**config.mk**
```make
export PLATFORM = sky130hd
export DESIGN_NAME = serial_subtractor
export DESIGN_NICKNAME = d
export VERILOG_FILES = /design/src/rtl/arith_pkg.sv /design/src/rtl/fs_cell.sv /design/src/rtl/serial_subtractor.sv
export SDC_FILE = /design/constraint.sdc
export NUM_CORES = 1
export LEC_CHECK = 0
export BUFFER_PORTS_ARGS = -buffer_cell sky130_fd_sc_hd__buf_2
export CAP_MARGIN = 25
export CORE_ASPECT_RATIO = 0.9
export CORE_MARGIN = 10
export CORE_UTILIZATION = 23
export CTS_CLUSTER_SIZE = 25
export DETAILED_ROUTE_END_ITERATION = 10
export SYNTH_ARGS = -nofsm -noshare
export SYNTH_HDL_FRONTEND = slang
export SYNTH_SLANG_ARGS = --single-unit
```
**constraint.sdc**
```tcl
create_clock -name clk -period 2.2 [get_ports clk]
set_clock_uncertainty 0.1 [all_clocks]
set_input_delay 0.44 -clock clk [delete_from_list [all_inputs] [get_ports clk]]
set_output_delay 0.44 -clock clk [all_outputs]
set_load 0.02 [all_outputs]
```
**src/rtl/arith_pkg.sv**
```systemverilog
// Shared types and helpers for the bit-serial arithmetic datapath.
`timescale 1ns/1ps
package arith_pkg;

    // Sequencer states of the serial arithmetic units.
    typedef enum logic [1:0] {
        IDLE  = 2'd0,
        SHIFT = 2'd1,
        DONE  = 2'd2
    } state_t;

    localparam int DEFAULT_WIDTH = 6;

    // Width of a counter that must reach w-1; never narrower than one bit.
    function automatic int cnt_width(input int w);
        return (w <= 2) ? 1 : $clog2(w);
    endfunction

endpackage

```
**src/rtl/fs_cell.sv**
```systemverilog
// Combinational 1-bit full subtractor: d = x - y - bin, with borrow out.
`timescale 1ns/1ps
module fs_cell (
    input  logic x,
    input  logic y,
    input  logic bin,
    output logic d,
    output logic bout
);

    assign d    = x ^ y ^ bin;
    // Borrow when y exceeds x, or when they are equal and a borrow comes in.
    assign bout = (~x & y) | (~(x ^ y) & bin);

endmodule

```
**src/rtl/serial_subtractor.sv**
```systemverilog
// Bit-serial two's-complement subtractor, D = X - Y, one bit per clock, LSB
// first, with valid/ready handshakes on the operand and result sides.
`timescale 1ns/1ps
module serial_subtractor
    import arith_pkg::*;
#(
    parameter int WIDTH = DEFAULT_WIDTH
) (
    input  logic             clk,
    input  logic             rst_n,
    input  logic             in_valid,
    output logic             in_ready,
    input  logic [WIDTH-1:0] X,
    input  logic [WIDTH-1:0] Y,
    output logic             out_valid,
    input  logic             out_ready,
    output logic [WIDTH-1:0] D,
    output logic             bout,
    output logic             ovf
);

    localparam int CNT_W = cnt_width(WIDTH);
    localparam logic [CNT_W-1:0] LAST_BIT = CNT_W'(WIDTH - 1);

    state_t           r_state;
    logic [WIDTH-1:0] r_x_sr;
    logic [WIDTH-1:0] r_y_sr;
    logic [WIDTH-1:0] r_d_sr;
    logic             r_borrow;
    logic [CNT_W-1:0] r_cnt;
    logic             r_bout;
    logic             r_ovf;

    logic             w_x;
    logic             w_y;
    logic             w_d;
    logic             w_b;
    logic             w_last;

    assign w_x    = r_x_sr[0];
    assign w_y    = r_y_sr[0];
    assign w_last = (r_cnt == LAST_BIT);

    fs_cell u_fs_cell (
        .x    (w_x),
        .y    (w_y),
        .bin  (r_borrow),
        .d    (w_d),
        .bout (w_b)
    );

    // Handshake flags decode from the state flop only, so neither side sees a
    // combinational path from the other.
    assign in_ready  = (r_state == IDLE);
    assign out_valid = (r_state == DONE);
    assign D         = r_d_sr;
    assign bout      = r_bout;
    assign ovf       = r_ovf;

    // Sequencer and datapath: accept operands, step one bit per clock, hold result.
    always_ff @(posedge clk or negedge rst_n) begin
        if (!rst_n) begin
            // NOTE: the datapath registers are reset too, because D, bout and
            // ovf are visible outputs with defined values straight after reset.
            r_state  <= IDLE;
            r_x_sr   <= '0;
            r_y_sr   <= '0;
            r_d_sr   <= '0;
            r_borrow <= 1'b0;
            r_cnt    <= '0;
            r_bout   <= 1'b0;
            r_ovf    <= 1'b0;
        end else begin
            // NOTE: non-blocking assignments throughout, so every right-hand
            // side reads the pre-edge value and the shift chains move as one.
            case (r_state)
                IDLE: begin
                    if (in_valid) begin
                        r_x_sr   <= X;
                        r_y_sr   <= Y;
                        r_d_sr   <= '0;
                        r_borrow <= 1'b0;
                        r_cnt    <= '0;
                        r_state  <= SHIFT;
                    end
                end
                SHIFT: begin
                    r_d_sr   <= {w_d, r_d_sr[WIDTH-1:1]};
                    r_x_sr   <= r_x_sr >> 1;
                    r_y_sr   <= r_y_sr >> 1;
                    r_borrow <= w_b;
                    r_cnt    <= r_cnt + CNT_W'(1);
                    if (w_last) begin
                        // Signed overflow: operand signs differ and the result
                        // sign differs from the minuend sign.
                        r_ovf   <= (w_x ^ w_y) & (w_x ^ w_d);
                        r_bout  <= w_b;
                        r_state <= DONE;
                    end
                end
                DONE: begin
                    if (out_ready) begin
                        r_state <= IDLE;
                    end
                end
                default: begin
                    r_state <= IDLE;
                end
            endcase
        end
    end

endmodule

```
==> results.txt, run 1 <==
----------------------------------------------------
[Placement]
  RePlAce Congestion ... 0.825
  Count of buffers from port buffering ... 25
  Half-perimeter wire length after detailed placement ... 2030 um

[STA]
  Post-layout minimum cycle time ... roughly 1.8 ns
  Max-slew headroom ... 0.605
  Maximum achievable frequency ... 548 MHz
  Setup repair after global routing missed its margin ... false
  Final-report hold violation count ... 0
  Fraction of the cycle the final worst path needs ... 0.830
  Setup TNS after final layout ... 0 ns
  Final setup violating endpoints ... 0
  Worst Max-Slew Pin Slew ... 0.592 ns
  Total count of max-transition violations in the final report ... 0

[Power and ir drop]
  Total power consumption of the routed design ... 2.25 mW
  P per Cell Area ... roughly 1600 nW/um^2
  Worst supply voltage drop on vdd ... 0.720 mV
  Static power due to leakage ... 0.695 nW

[Global routing]
  Total overflow reported by the global router ... 0
  All-layer global routing usage ... 0.0676
  Maximum number of pins on one net before global-route repair ... 27
  Vias in the first global route ... 1006
  Initial antenna violation count ... 0
  Global-route wire length before repair ... 4650 um

[Clock tree]
  Post-CTS clock slew at the launch and capture registers of the worst setup and hold paths ... 0.09 ns
  Hold-fix buffers, CTS ... 0
  Library cell used as clock root buffer ... sky130_fd_sc_hd__clkbuf_8
  Clock buffer count from CTS ... 3
  Number of gates given a new drive strength after cts ... 0
  Clock Tree Buf Depth ... 2
  Clock network latency to the later pin of the worst-skew pair ... 0.27 ns
  CTS tree ... built
  CTS HTree Levels ... 1
  Clock tree sinks ... 26
  Setup repair bufs after CTS ... 0

[Cells and area]
  Most frequent cells in the layout ... sky130_fd_sc_hd__dfrtp_1, sky130_fd_sc_hd__buf_2, sky130_fd_sc_hd__o22ai_1
  Final net count ... 142
  Share of final-layout standard cells stronger than drive strength 1 ... 0.314
  Synthesis-to-layout area growth ... 19.4%
  Inserted Diodes ... 0
  Most common cell after layout, fill and taps aside ... sky130_fd_sc_hd__dfrtp_1

[Setup path]
  Cell with the biggest individual delay on the critical path ... sky130_fd_sc_hd__dfrtp_1
  Arrival time worst endpoint ... 1.28 ns
  Required time at the endpoint of the critical path ... 1.66 ns
  Worst path max stage delay ... 0.56 ns
  Launching element type of the critical path ... flop
  Kind of critical path ... reg2out
  Family with the most delay on the worst path ... flip-flops
  Critical path endpoint category ... output port
  Max Fanout on Critical Path ... 11
  Crit-path cells ... nor2_1 > buf_2
  Worst path buffer plus inverter count ... 1

[Route]
  Via Count ... 862
  Total length of routed wires ... 2730 um
  Post-DR vias/cell ... 4.63
  Average wire per standard cell ... 14.7 um
  Number of DRC markers after the initial detailed-route iteration ... 24
  Router iterations before antenna repair ... 4
  Detailed-route DRC error count ... 0
  Antenna viol nets, final ... 0

[Die]
  Number of top-level pins ... 26
  Die area ... 8530 sq um
  Die Width ... approximately 96 um
  Initial Utilization ... 0.243
  Floorplan Core Area ... 4950 sq um
  Num rows ... 24
  Die height ... 88.6 um

[Logic synthesis]
  Flops & latches, synth ... 26
  Xor and xnor area share after synthesis ... 0.00728
  Synth Cell Area ... 1200 sq um
  Compound-cell area share of the yosys netlist ... 0.248
  Combinational family with the most area after synthesis ... compound AO/OA/AOI/OAI gates
  Number of warnings printed during yosys synthesis ... 0
  Synthesized Nets ... 117
  Share of synthesized cell area in and, or, nand and nor gates ... 0.0863
  Synthesized instance count ... between 90 and 100
  Average footprint of a synthesized cell ... about 12 sq um
  Portion of netlist area occupied by mux cells ... 0.00832
  Unique masters post-synth ... 28
  Fraction of the mapped netlist area in adder cells ... 0.0478
  Share of the yosys chip area belonging to registers ... 0.541

[Flow run]
  Number of maximum-capacitance violations ... 0

[Outcome]
  Status ... finished clean

[Min path]
  Type of the worst min-delay path ... in2async

----------------------------------------------------
-- where the power goes --
part	leakage [nW]	internal [mW]	switching (mW)
combinational	0.338	0.462	0.512
clock	0.0357	0.243	0.153
sequential	0.321	0.692	0.185
-- cell usage after synthesis, drive strengths merged --
cell     count  area share
a31oi        1      0.0052
a32o         1      0.0083
nand2        7       0.022
a22o         6       0.044
a32oi        1      0.0073
xnor2        1      0.0073
o31ai        2       0.012
buf          6       0.043
o21ai        3       0.012
inv          6       0.019
a2bb2oi      8       0.058
ha           3       0.031
nor2         7       0.039
dfrtp       26        0.54
mux2i        1      0.0083
nand4b       1       0.020
nand2b       1      0.0052
fa           1       0.017
o22a         1      0.0073
a22oi        2       0.021
o22ai       11       0.057
o21bai       1       0.016
-- flip-flops by register name (all words and copies together), names as in the netlist --
signal,cells
bout,1
r_cnt,3
r_y_sr,6
ovf,1
D,6
r_state,2
r_x_sr,6
r_borrow,1
-- metrics by stage --
step	hold slack (ns)	setup slack, ns	instance area, sq um	cells	utilization
after floorplan	0.0444	0.664	1200	97	-
after CTS	0.0780	0.367	1440	186	0.290
after global routing	0.0972	0.239	1440	186	0.290
after global placement	0.357	0.718	1370	182	0.276
final	0.0620	0.375	1440	186	0.290
after detailed placement	0.375	0.686	1370	182	0.276
-- logic make-up (layout without fill, tap and decap cells) --
logic type / Yosys count / in the layout
and+or+nand+nor: 16 / 16
adders and majority gates: 4 / 4
AOI/OAI and AO/OA: 37 / 37
DFF: 26 / 26
xor gates and xnor gates: 1 / 1
muxes: 1 / 1
buffers and inverters: 12 / 36
-- layout make-up --
class,instances,area [sq um]
clock buffers,3,41.3
well taps,65,81.3
flip-flops and latches,26,651
inverters,6,22.5
multi-input cells,59,479
fillers,537,3520
clock inverters,1,30.0
repair buffers,26,133
-- per-layer routing --
| metal | part of all wire | track usage |
|---|---|---|
| met5 | 0 | 0 |
| met4 | 0 | 0.00803 |
| met3 | 0.10 | 0.0356 |
| met2 | 0.41 | 0.0990 |
| met1 | 0.49 | 0.0883 |
-- path summary, 6_finish.rpt --
check / start / to / slack, ns / cells after the start
worst min-delay path: rst_n / r_y_sr[5] / 0.06 / 1
min in group clk: out_ready / r_state[1] / 0.25 / 2
worst max register to register: r_state[0] / r_x_sr[3] / 0.68 / 3
max in group asynchronous: rst_n / r_cnt[2] / 1.55 / 1
worst min register to register: ovf / ovf / 0.39 / 2
worst max-delay path: r_state[0] / in_ready / 0.38 / 2
Power figures use the tool's default switching activity.
==> run 2, diff against run 1 <==
--- a/config.mk
+++ b/config.mk
@@ -5,6 +5,7 @@
 export SDC_FILE = /design/constraint.sdc
 export NUM_CORES = 1
 export LEC_CHECK = 0
+export ABC_AREA = 1
 export BUFFER_PORTS_ARGS = -buffer_cell sky130_fd_sc_hd__buf_2
 export CAP_MARGIN = 25
 export CORE_ASPECT_RATIO = 0.9
==> constraint.sdc (replaced) <==
create_clock -name clk -period 1.6 [get_ports clk]
set_clock_uncertainty 0.1 [all_clocks]
set_input_delay 0.32 -clock clk [delete_from_list [all_inputs] [get_ports clk]]
set_output_delay 0.32 -clock clk [all_outputs]
set_load 0.02 [all_outputs]
==> results.txt, run 2 <==
----------------------------------------------------
[Outcome]
  Status ... finished clean

[Logic synthesis]
  Synth async-reset ratio ... 1.00
  Unique masters post-synth ... 20
  Number of warnings printed during yosys synthesis ... 0
  Most frequent cell after synthesis ... sky130_fd_sc_hd__nand2_1
  Synth Cell Area ... 1380 sq um
  Count of flip-flops with a built-in enable after synthesis ... 0
  Area fraction of the dominant cell type after synthesis ... 0.471
  Synthesized Nets ... between 150 and 200
  Share of the yosys chip area belonging to registers ... 0.471
  Average footprint of a synthesized cell ... 8.28 sq um
  Top cells by area, synth ... sky130_fd_sc_hd__dfrtp_1, sky130_fd_sc_hd__nand2_1, sky130_fd_sc_hd__inv_1, sky130_fd_sc_hd__nand3_2, sky130_fd_sc_hd__buf_6
  Most numerous cell types in the synthesized netlist ... sky130_fd_sc_hd__nand2_1, sky130_fd_sc_hd__inv_1, sky130_fd_sc_hd__dfrtp_1
  Yosys top cell by area ... sky130_fd_sc_hd__dfrtp_1
  Flops & latches, synth ... 26
  Top flip-flop cell by instance count after synthesis ... sky130_fd_sc_hd__dfrtp_1
  Synthesized instance count ... 167

[Power and ir drop]
  P per Cell Area ... a little under 2000 nW/um^2
  Total power consumption of the routed design ... 3.24 mW
  Static power due to leakage ... approximately 0.94 nW
  Worst supply voltage drop on vdd ... 0.724 mV

[STA]
  Max-slew headroom ... 0.596
  Fraction of the cycle the final worst path needs ... 0.938
  Setup repair after global routing missed its margin ... false
  Total count of max-transition violations in the final report ... 0
  Worst Max-Slew Pin Slew ... 0.605 ns
  Setup TNS after final layout ... 0 ns
  Final-report hold violation count ... 0
  Maximum achievable frequency ... approximately 670 MHz
  Post-layout minimum cycle time ... roughly 1.5 ns
  Final setup violating endpoints ... 0

[Cells and area]
  Post-route cell area ... 1670 sq um
  Inserted Diodes ... 0
  Most frequent cells in the layout ... sky130_fd_sc_hd__nand2_1, sky130_fd_sc_hd__inv_1, sky130_fd_sc_hd__buf_2
  Count of non-filler cells in the finished layout ... ~270
  Seq. cell area ... 653 sq um
  Core Util, Final ... 0.289
  Synthesis-to-layout area growth ... 20.5%
  Final net count ... 220
  Most common cell after layout, fill and taps aside ... sky130_fd_sc_hd__nand2_1
  Fill cells ... ~630
  Combined area of the multi-input logic cells ... 566 sq um
  Share of final-layout standard cells stronger than drive strength 1 ... 0.273

[Die]
  Floorplan Core Area ... 5760 sq um
  Die height ... 93.6 um
  Number of top-level pins ... 26
  Die Width ... 102 um
  Die area ... 9520 sq um
  Num rows ... 26
  Initial Utilization ... 0.240

[Route]
  Number of DRC markers after the initial detailed-route iteration ... 46
  Total length of routed wires ... between 2000 and 3000 um
  Router iterations before antenna repair ... 4
  Via Count ... 1033
  Post-DR vias/cell ... 3.85
  Detailed-route DRC error count ... 0
  Average wire per standard cell ... 11.1 um
  Antenna viol nets, final ... 0

[Placement]
  RePlAce Congestion ... 0.720
  Half-perimeter wire length after detailed placement ... around 2200 um
  Instance area after placement ... 1590 sq um
  Count of buffers from port buffering ... 25
  Cell total after placement ... ~260

[Clock tree]
  Clock buffer count from CTS ... 3
  CTS tree ... built
  Library cell used as clock root buffer ... sky130_fd_sc_hd__clkbuf_8
  Clock tree sinks ... 26
  CTS HTree Levels ... 1
  Clock Tree Buf Depth ... 2
  Post-CTS clock slew at the launch and capture registers of the worst setup and hold paths ... 0.09 ns
  Clock network latency to the later pin of the worst-skew pair ... 0.26 ns

[Setup path]
  Required time at the endpoint of the critical path ... 1.18 ns
  Arrival time worst endpoint ... ~1.1 ns
  Max Fanout on Critical Path ... 5
  Kind of critical path ... reg2out
  Launching element type of the critical path ... flop
  Critical path endpoint category ... output port

[Global routing]
  Total overflow reported by the global router ... 0
  Vias in the first global route ... roughly 1100
  Initial antenna violation count ... 0
  All-layer global routing usage ... 0.0665
  Maximum number of pins on one net before global-route repair ... 27
  Global-route wire length before repair ... 5150 um

[Min path]
  Type of the worst min-delay path ... in2reg

[Flow run]
  Number of maximum-capacitance violations ... 0

----------------------------------------------------
==> run 2: cell count changes in the layout (fill, tap and decap cells not counted), moves of 5 or more <==
cell,previous run,this run
sky130_fd_sc_hd__a22o_1,6,0
sky130_fd_sc_hd__buf_4,1,6
sky130_fd_sc_hd__nand2_1,7,66
sky130_fd_sc_hd__o21ai_0,1,7
sky130_fd_sc_hd__a2bb2oi_1,8,0
sky130_fd_sc_hd__nand3_2,0,9
sky130_fd_sc_hd__inv_1,5,30
sky130_fd_sc_hd__o22ai_1,11,0
==> run 2: layout make-up <==
| type | count | share of cell area |
|---|---|---|
| clock buffer | 3 | 0.0248 |
| tap | 70 | 0.0526 |
| sequential | 26 | 0.392 |
| timing repair buffer | 33 | 0.120 |
| inverter | 31 | 0.0713 |
| multi-input combinational | 105 | 0.339 |
==> run 2: cell families (layout without fill, tap and decap cells) <==
logic type | after synthesis | in the layout | share of synthesized area
AO/OA/AOI/OAI | 12 | 12 | 0.0615
adder cells (fa/ha/maj) | 4 | 4 | 0.0416
buffers and inverters | 36 | 67 | 0.122
flip-flops | 26 | 26 | 0.471
AND/OR/NAND/NOR | 89 | 89 | 0.304
==> run 2: critical path, cell delays in order (launching register included) <==
cell and delay (ns):
sky130_fd_sc_hd__dfrtp_2 0.44, sky130_fd_sc_hd__inv_4 0.08, sky130_fd_sc_hd__nor2_1 0.11, sky130_fd_sc_hd__buf_2 0.18
==> run 2: power breakdown <==
part	switching (mW)	total [mW]	internal (mW)	leakage [nW]
Combinational	1.01	1.70	0.685	0.599
Sequential	0.224	1.18	0.958	0.323
Clock	0.198	0.367	0.169	0.0216
==> run 2: metal layers <==
metal  part of all wire  GRT usage  routed length [um]  up-vias
li1                   -          -                   -      562
met3              0.049     0.0235                 145        2
met1               0.50     0.0868                1490      448
met2               0.45      0.106                1330       21
met5                  0          0                   0        -
met4             0.0040    0.00714                  12        0
==> run 2: worst paths after layout <==
path                            start  cells past startpoint  slack, ns          to
max                        r_state[1]                      3        0.1   out_valid
min                         out_ready                      2       0.14  r_state[1]
max reg2reg                 r_y_sr[0]                      7       0.15         ovf
min reg2reg                      D[0]                      2       0.37        D[0]
max in group asynchronous       rst_n                      2       0.47  r_state[0]
min in group asynchronous       rst_n                      2       0.49        D[3]
==> run 2: timing repair <==
action                                  4_1_cts  5_1_grt
hold endpoints to repair                     26        0
buffers inserted                              0        3
endpoints found under the setup margin        2        2
resized for setup                             1        2
hold buffers                                  1        0
==> run 2: per-stage QoR <==
step / worst slack (ns) / hold WS [ns]
2_1_floorplan: 0.227 / -0.0756
3_3_place_gp: 0.207 / 0.270
3_5_place_dp: 0.165 / 0.276
4_1_cts: 0.00455 / 0.130
5_1_grt: 0.0139 / 0.121
6_report: 0.0992 / 0.137
==> run 3, diff against run 2 <==
--- a/config.mk
+++ b/config.mk
@@ -8,11 +8,14 @@
 export ABC_AREA = 1
 export BUFFER_PORTS_ARGS = -buffer_cell sky130_fd_sc_hd__buf_2
 export CAP_MARGIN = 25
+export CELL_PAD_IN_SITES_DETAIL_PLACEMENT = 2
+export CELL_PAD_IN_SITES_GLOBAL_PLACEMENT = 2
 export CORE_ASPECT_RATIO = 0.9
 export CORE_MARGIN = 10
 export CORE_UTILIZATION = 23
 export CTS_CLUSTER_SIZE = 25
 export DETAILED_ROUTE_END_ITERATION = 10
+export PLACE_DENSITY_LB_ADDON = 0.1
 export SYNTH_ARGS = -nofsm -noshare
 export SYNTH_HDL_FRONTEND = slang
 export SYNTH_SLANG_ARGS = --single-unit
==> results.txt, run 3 (synthesis gave the netlist of run 2 again) <==
----------------------------------------------------
[Outcome]
  Status ... finished clean

[Global routing]
  Total overflow reported by the global router ... 0
  Maximum number of pins on one net before global-route repair ... 27
  Vias in the first global route ... 1338
  All-layer global routing usage ... 0.0897
  Global-route wire length before repair ... slightly below 7000 um
  Met2 track demand over resource in global routing ... 0.148
  Gr busiest metal ... met2
  Global routing usage on met1 ... 0.112
  Initial antenna violation count ... 0
  Global-route track usage on met3 ... 0.0309

[Setup path]
  Worst path max stage delay ... 0.47 ns
  Kind of critical path ... reg2out
  Family with the most delay on the worst path ... flip-flops
  Required time at the endpoint of the critical path ... roughly 1.2 ns
  Launching element type of the critical path ... flop
  Arrival time worst endpoint ... about 1.1 ns
  Max Fanout on Critical Path ... 3
  Cell with the biggest individual delay on the critical path ... sky130_fd_sc_hd__dfrtp_2
  Worst path buffer plus inverter count ... 1
  Critical path endpoint category ... output port
  Crit-path cells ... nor2_2 > buf_2

[Die]
  Floorplan Core Area ... 5760 sq um
  Die Width ... 102 um
  Num rows ... 26
  Die area ... 9520 sq um
  Initial Utilization ... 0.240
  Number of top-level pins ... 26
  Die height ... 93.6 um

[Clock tree]
  Clock buffer count from CTS ... 3
  CTS HTree Levels ... 1
  Clock tree sinks ... 26
  Library cell used as clock root buffer ... sky130_fd_sc_hd__clkbuf_8
  CTS tree ... built
  Clock network latency to the later pin of the worst-skew pair ... between 0.2 and 0.3 ns
  Clock Tree Buf Depth ... 2
  Post-CTS clock slew at the launch and capture registers of the worst setup and hold paths ... around 0.10 ns

[Power and ir drop]
  P per Cell Area ... 2070 nW/um^2
  Worst supply voltage drop on vdd ... between 0.6 and 0.7 mV
  Static power due to leakage ... 0.967 nW
  Total power consumption of the routed design ... 3.56 mW

[STA]
  Max-slew headroom ... 0.576
  Total count of max-transition violations in the final report ... 0
  Final-report hold violation count ... 0
  Final setup violating endpoints ... 0
  Setup repair after global routing missed its margin ... false
  Fraction of the cycle the final worst path needs ... 0.944
  Post-layout minimum cycle time ... 1.51 ns
  Final worst-path setup slack ... 0.0893 ns
  Maximum achievable frequency ... 662 MHz
  Minimum hold slack ... 0.115 ns
  Worst Max-Slew Pin Slew ... 0.636 ns
  Setup TNS after final layout ... 0 ns

[Route]
  Antenna viol nets, final ... 0
  Average wire per standard cell ... ~14 um
  Total length of routed wires ... around 3900 um
  Number of DRC markers after the initial detailed-route iteration ... 15
  Detailed-route DRC error count ... 0
  Post-DR vias/cell ... 4.21
  Via Count ... 1138
  Router iterations before antenna repair ... 3

[Placement]
  Setup WS pre-CTS ... approximately 0.14 ns
  Count of buffers from port buffering ... 25
  RePlAce Congestion ... 0.737
  Half-perimeter wire length after detailed placement ... between 2000 and 3000 um

[Cells and area]
  Inserted Diodes ... 0
  Core Util, Final ... 0.298
  Synthesis-to-layout area growth ... 24.2%
  Most frequent cells in the layout ... sky130_fd_sc_hd__nand2_1, sky130_fd_sc_hd__inv_1, sky130_fd_sc_hd__buf_2
  Final net count ... 221
  Most common cell after layout, fill and taps aside ... sky130_fd_sc_hd__nand2_1
  Fill cells ... 657
  Share of final-layout standard cells stronger than drive strength 1 ... 0.280

[Min path]
  Type of the worst min-delay path ... in2reg

[Flow run]
  Number of maximum-capacitance violations ... 0

----------------------------------------------------
[run 3: cell types whose count changed in the layout (fill, tap and decap cells not counted)]
cell                        before  now
sky130_fd_sc_hd__bufinv_16       0    1
sky130_fd_sc_hd__buf_12          1    2
[run 3: path summary, 6_finish.rpt]
| check | startpoint | end | slack (ns) | cells past startpoint |
|---|---|---|---|---|
| max in group asynchronous | rst_n | r_state[1] | 0.45 | 2 |
| worst min register to register | D[0] | D[0] | 0.38 | 2 |
| worst min-delay path | out_ready | r_state[1] | 0.11 | 2 |
| worst max-delay path | r_state[1] | in_ready | 0.09 | 2 |
| worst max register to register | r_borrow | ovf | 0.16 | 7 |
| min in group asynchronous | rst_n | r_cnt[2] | 0.49 | 2 |
[run 3: worst register-to-register path, delay by kind of cell (launching register included)]
family	cells	cell delay, ns
adder cells (fa/ha/maj)	1	0.57
flip-flops	1	0.37
AND/OR/NAND/NOR	5	0.25
buffers and inverters	1	0.06
[run 3: layout make-up]
| class | instances | area, sq um | area share |
|---|---|---|---|
| multi-input combinational | 105 | 566 | 0.329 |
| inverter | 31 | 119 | 0.0692 |
| tap | 70 | 87.6 | 0.0510 |
| sequential | 26 | 653 | 0.380 |
| timing repair buffer | 34 | 220 | 0.128 |
| clock buffer | 3 | 41.3 | 0.0241 |
| clock inverter | 1 | 30.0 | 0.0175 |
[run 3: metal layers]
metal / wire [um] / share of wire / vias to the layer above
met5: 0 / 0 / -
met4: 23 / 0.0060 / 0
met3: 205 / 0.053 / 2
met2: 1790 / 0.46 / 21
met1: 1830 / 0.48 / 553
li1: - / - / 562
[run 3: per-stage QoR]
| step | area [sq um] | cells |
|---|---|---|
| 2_1_floorplan | 1380 | 167 |
| 3_3_place_gp | 1620 | 263 |
| 3_5_place_dp | 1620 | 263 |
| 4_1_cts | 1710 | 270 |
| 5_1_grt | 1720 | 270 |
| 6_report | 1720 | 270 |
[run 3: power by group]
part	internal, mW	switching, mW	total, mW
clock	0.335	0.232	0.568
combinational	0.723	1.09	1.81
sequential	0.958	0.226	1.18
total	2.02	1.55	3.56
[run 3: timing repair]
item	in CTS	in global routing
buffers inserted	2	0
setup endpoints to repair	2	2
hold endpoints to repair	26	0
resized for setup	1	2
hold buffers	1	0
